===== config.mk =====
export PLATFORM = sky130hd
export DESIGN_NAME = seq_match_scheduler
export DESIGN_NICKNAME = d
export VERILOG_FILES = /design/src/rtl/seq_match_scheduler.sv
export SDC_FILE = /design/constraint.sdc
export NUM_CORES = 1
export LEC_CHECK = 0
export CORE_UTILIZATION = 45
export CTS_BUF_LIST = sky130_fd_sc_hd__clkbuf_4 sky130_fd_sc_hd__clkbuf_8 sky130_fd_sc_hd__clkbuf_16
export CTS_CLUSTER_SIZE = 20
export DETAILED_ROUTE_END_ITERATION = 10
export PLACE_DENSITY = 0.83
export SYNTH_ARGS = -nofsm -noshare
export SYNTH_HDL_FRONTEND = slang
export SYNTH_SLANG_ARGS = --single-unit

===== constraint.sdc =====
create_clock -name clk -period 1.73 [get_ports clk]
set_clock_uncertainty 0.2 [all_clocks]
set_input_delay 0.173 -clock clk [delete_from_list [all_inputs] [get_ports clk]]
set_output_delay 0.173 -clock clk [all_outputs]
set_load 0.03 [all_outputs]

===== src/rtl/seq_match_scheduler.sv =====
// Shares one serial pattern-match engine between N_REQ requesters with round-robin grants.
// Latency: the grant lands one cycle after req; done lands one cycle after the matching/timeout bit.
// Backpressure: din is consumed only while a session is hunting; bits arriving in IDLE/DONE are dropped.
//
// Ports:
//   clk, reset          - rising-edge clock, synchronous active-high reset
//   req[N_REQ]          - level request per requester, held until done
//   pattern             - requester i pattern at [i*PAT_W +: PAT_W], MSB = oldest bit
//   din, din_valid      - serial bitstream and its qualifier
//   abort               - only when SEQ_MATCH_SCHED_ABORT_EN is defined: ends the hunt without a hit
//   gnt                 - one-hot grant, held through the DONE cycle
//   busy                - session active (HUNT or DONE)
//   done                - one-cycle session-complete pulse
//   hit, match_pos, done_id - session result, valid with done
//
// Optional feature macro: SEQ_MATCH_SCHED_ABORT_EN (adds the abort input).

module seq_match_scheduler #(
   parameter int N_REQ    = 4,
   parameter int PAT_W    = 5,
   parameter int MAX_BITS = 64,
   localparam int ID_W    = $clog2(N_REQ),
   localparam int POS_W   = $clog2(MAX_BITS)
) (
   input  logic                   clk,
   input  logic                   reset,
   input  logic [N_REQ-1:0]       req,
   input  logic [N_REQ*PAT_W-1:0] pattern,
   input  logic                   din,
   input  logic                   din_valid,
`ifdef SEQ_MATCH_SCHED_ABORT_EN
   input  logic                   abort,
`endif
   output logic [N_REQ-1:0]       gnt,
   output logic                   busy,
   output logic                   done,
   output logic                   hit,
   output logic [POS_W-1:0]       match_pos,
   output logic [ID_W-1:0]        done_id
);

   localparam int FILL_W = $clog2(PAT_W + 1);

   localparam logic [POS_W-1:0]  LAST_BIT = POS_W'(MAX_BITS - 1);
   localparam logic [FILL_W-1:0] FILL_MIN = FILL_W'(PAT_W - 1);
   localparam logic [FILL_W-1:0] FILL_MAX = FILL_W'(PAT_W);

   typedef enum logic [1:0] {
      IDLE = 2'd0,
      HUNT = 2'd1,
      DONE = 2'd2
   } state_t;

   state_t              state, state_d;
   logic [ID_W-1:0]     ptr, ptr_d;
   logic [ID_W-1:0]     sess_id, sess_id_d;
   logic [PAT_W-1:0]    pat_q, pat_d;
   logic [PAT_W-1:0]    shift, shift_d;
   logic [FILL_W-1:0]   fill, fill_d;
   logic [POS_W-1:0]    bit_cnt, bit_cnt_d;

   logic [N_REQ-1:0]    gnt_d;
   logic                busy_d;
   logic                done_d;
   logic                hit_d;
   logic [POS_W-1:0]    match_pos_d;
   logic [ID_W-1:0]     done_id_d;

   logic                abort_w;
   logic                arb_found;
   logic [ID_W-1:0]     arb_id;
   logic [PAT_W-1:0]    window;

`ifdef SEQ_MATCH_SCHED_ABORT_EN
   assign abort_w = abort;
`else
   assign abort_w = 1'b0;
`endif

   // Window as it would look after shifting in the current din bit.
   assign window = {shift[PAT_W-2:0], din};

   // Round-robin search starting just after the last granted id.
   always_comb begin
      arb_found = 1'b0;
      arb_id    = '0;
      for (int k = 1; k <= N_REQ; k++) begin
         if (!arb_found && req[(int'(ptr) + k) % N_REQ]) begin
            arb_found = 1'b1;
            arb_id    = ID_W'((int'(ptr) + k) % N_REQ);
         end
      end
   end

   always_comb begin
      state_d     = state;
      ptr_d       = ptr;
      sess_id_d   = sess_id;
      pat_d       = pat_q;
      shift_d     = shift;
      fill_d      = fill;
      bit_cnt_d   = bit_cnt;
      gnt_d       = gnt;
      busy_d      = busy;
      done_d      = 1'b0;
      hit_d       = hit;
      match_pos_d = match_pos;
      done_id_d   = done_id;

      case (state)
         IDLE: begin
            if (arb_found) begin
               gnt_d         = '0;
               gnt_d[arb_id] = 1'b1;
               ptr_d         = arb_id;
               sess_id_d     = arb_id;
               pat_d         = pattern[int'(arb_id)*PAT_W +: PAT_W];
               shift_d       = '0;
               fill_d        = '0;
               bit_cnt_d     = '0;
               busy_d        = 1'b1;
               state_d       = HUNT;
            end
         end

         HUNT: begin
            if (abort_w) begin
               // Abort wins over everything and leaves the din bit unconsumed.
               state_d     = DONE;
               done_d      = 1'b1;
               hit_d       = 1'b0;
               match_pos_d = bit_cnt;
               done_id_d   = sess_id;
            end else if (din_valid) begin
               shift_d   = window;
               fill_d    = (fill == FILL_MAX) ? fill : fill + FILL_W'(1);
               bit_cnt_d = bit_cnt + POS_W'(1);
               // A match on the final allowed bit takes priority over timeout.
               if (fill >= FILL_MIN && window == pat_q) begin
                  state_d     = DONE;
                  done_d      = 1'b1;
                  hit_d       = 1'b1;
                  match_pos_d = bit_cnt;
                  done_id_d   = sess_id;
               end else if (bit_cnt == LAST_BIT) begin
                  state_d     = DONE;
                  done_d      = 1'b1;
                  hit_d       = 1'b0;
                  match_pos_d = LAST_BIT;
                  done_id_d   = sess_id;
               end
            end
         end

         DONE: begin
            state_d = IDLE;
            gnt_d   = '0;
            busy_d  = 1'b0;
         end

         default: begin
            state_d = IDLE;
            gnt_d   = '0;
            busy_d  = 1'b0;
         end
      endcase
   end

   always_ff @(posedge clk) begin
      if (reset) begin
         state     <= IDLE;
         ptr       <= ID_W'(N_REQ - 1);
         sess_id   <= '0;
         pat_q     <= '0;
         shift     <= '0;
         fill      <= '0;
         bit_cnt   <= '0;
         gnt       <= '0;
         busy      <= 1'b0;
         done      <= 1'b0;
         hit       <= 1'b0;
         match_pos <= '0;
         done_id   <= '0;
      end else begin
         state     <= state_d;
         ptr       <= ptr_d;
         sess_id   <= sess_id_d;
         pat_q     <= pat_d;
         shift     <= shift_d;
         fill      <= fill_d;
         bit_cnt   <= bit_cnt_d;
         gnt       <= gnt_d;
         busy      <= busy_d;
         done      <= done_d;
         hit       <= hit_d;
         match_pos <= match_pos_d;
         done_id   <= done_id_d;
      end
   end

endmodule

==> reports/results.ini <==
[clock_network]
cts_buffer_depth=2
cts_tree=yes
cts_sinks=39
hold_buffers=0
htreeDepth=2
cts_root_buf=clkbuf_8
clkTransAtPathRegs_ns=0.08
insertion_delay_ns=0.30
numCtsBuffers=5

[layout]
final_core_util_pct=71.23
drive_gt1_share_pct=28.87
n_antenna_cell=0
finalNonFillerCells=334
post-route-cell-area_um2=2890
layout.nets=315
area_growth_pct=48.84

[synth]
ys_ff_latch=39
syn_area_um2=1942
yosysTopAreaCell=dfxtp_1
async_flop_share_pct=0
ys_seq_area_share_pct=40.21
synth_fp_nets=241
synth.area.top_cells=dfxtp_1 (40%), mux2i_1 (4.6%), a21oi_1 (3.6%), o221a_1 (3.5%), a211oi_1 (3.1%)
synth_ff_type=dfxtp_1
synth_edf_count=0
syn_avg_cell_area_um2=9.291
synth_cell_types=52
ys.warnings.count=0
synth_top_cell_area_share_pct=40.21
synthCells=209

[die]
io_pins=43
die_x_um=67.69
die_h_um=67.69
initial_core_util_pct=47.86
core-area_um2=4058
rows=23
die-area_um2=4582

[outcome]
run_status=finished, violations left
violations=negative setup slack

[pwr]
p_switching_uw=723.6
seq_power_share_pct=40.8
p_clk_share_pct=30.8
switching_share_pct=29.29
power.internal_uw=1747
power_frac_comb_pct=28.4
vdd_drop_max_mv=0.4976
p_per_area_nw_per_um2=854.7
leakage_uw=0.001271

[detailed_routing]
vias=1781
drtIter0Drc=100
wl_per_cell_um=14.06
drc_errors=0
ant_nets=0
viasPerCell=5.332
wl_um=4696
dr.pass1.iters=4

[sta]
period_minus_slack_ns=1.755
timing.fmax_ghz=0.5698
worst_pin_slew_ns=0.3205
setup_slack_ns=-0.02490
finalHoldViolCount=0
rsz0062_at_grt=true
fin_tns_setup_ns=-0.03631
setup_viol=2
max_slew_margin_pct=78.60
period_share_pct=101.4
maxSlewViolCount=0

[flow_run]
cap_violations=0

[global_route]
grt_pass1_vias=1714
grt_antenna_before_repair=0
grt_use_total_pct=22.33
overflow=0
grt_pass1_wl_um=7389
grt_max_degree=21

[worst_setup_path]
path_max_fanout=6
cp.arrival_ns=1.73
start_kind=flop
end_kind=flop
crit_type=reg2reg
crit_required_ns=1.71

[placed_design]
gp_congestion=0.7903
dp.cells=323
port_buffers=42
place_hpwl_um=3302
post_dp_cell_area_um2=2595
dp_slack_ns=-0.3754

[min_path]
hold_path.class=reg2reg

worst max-delay path, stage by stage (launching register included):
cell and delay (ns):
dfxtp_4 0.37, buf_6 0.11, and3b_1 0.16, o31a_1 0.40, nand2b_4 0.17, buf_4 0.13
o211ai_1 0.08
synth_stat cells, types with 2 or more instances:
library cell   n
nor3_1         5
nor2_1        15
mux2i_1        9
nand4_1        3
or2_1          2
xor2_1         5
a21oi_1       14
o21ai_1        4
nor2_2         2
buf_6          3
o21ai_2        2
nor3b_1        5
nand3b_1       2
nand3_1        3
o21ai_0        4
dfxtp_1       39
ha_1           4
and3_1         7
o221a_1        6
and2_1         2
clkbuf_1       4
xnor2_1        6
inv_1         10
a22oi_1        2
nor2b_1        2
nand2_1       16
a211oi_1       8
power groups by stage:
stage	logic, uW	clock network [uW]	registers, uW
after global routing	760	817	1020
after detailed placement	631	0	1020
after floorplan	351	0	1040
final	702	761	1010
after global placement	617	0	1020
after CTS	679	777	1010
logic make-up after synthesis:
group | count (synthesis) | synth area share, %
simple gates | 76 | 21.78
compound gates | 51 | 20.68
flops | 39 | 40.21
buf+inv | 19 | 5.154
xor+xnor | 11 | 4.961
mux | 9 | 4.639
fa+ha+maj | 4 | 2.577
per-layer routing:
metal	wire (um)	track usage (%)	vias up
met1	2029	24.51	826
met5	0	0	-
met2	2300	38.12	55
met3	258	7.601	10
li1	-	-	890
met4	108	10.64	0
timing repair:
item,CTS,global route
pin swaps,3,9
cloned,1,0
setup buffers,1,2
endpoints found under the setup margin,18,36
gates resized for setup,23,24
sequential cells by signal, summed over array words and instances (netlist names):
name / count
bit_cnt: 6
match_pos: 6
pat_q: 5
gnt: 4
shift: 4
fill: 3
done_id: 2
ptr: 2
sess_id: 2
state: 2
busy: 1
done: 1
hit: 1
cell usage in the layout, fill, tap and decap left out, drive strengths merged, types with 2 or more instances in the layout:
master,n
nor2,18
nor2b,3
a211oi,9
o21ai,11
buf,34
mux2i,9
and3,7
nand4,3
dfxtp,39
nor3b,5
dlygate4sd2,2
or2,3
clkinv,2
nand2,17
dlymetal6s2s,8
a21oi,15
a22oi,2
ha,4
xor2,5
clkbuf,5
inv,10
nand3,3
clkdlybuf4s50,32
xnor2,6
nor3,6
nand3b,2
and2,2
o221a,6
nand2b,2
final timing paths:
path / from / endpoint / slack, ns / cells past startpoint
min reg2reg: sess_id[1] / done_id[1] / 0.26 / 2
max reg2reg: ptr[1] / ptr[1] / -0.02 / 6
min: sess_id[1] / done_id[1] / 0.26 / 2
max: ptr[1] / ptr[1] / -0.02 / 6
area by class of cell:
cell class	instances	area, um^2
multi-input cells	151	1182
well taps	50	62.56
inverters	10	37.54
clock inverters	3	43.79
flip-flops and latches	39	787.0
fillers	292	1167
repair buffers	76	708.2
clock buffers	5	68.82
metrics by stage:
stage / hold slack [ns] / total power [uW]
2_1_floorplan: 0.1554 / 1394
3_3_place_gp: 0.2449 / 1638
3_5_place_dp: 0.2477 / 1654
4_1_cts: 0.2578 / 2461
5_1_grt: 0.2817 / 2592
6_report: 0.2592 / 2470
No activity file was read; power rests on OpenSTA's default activity.
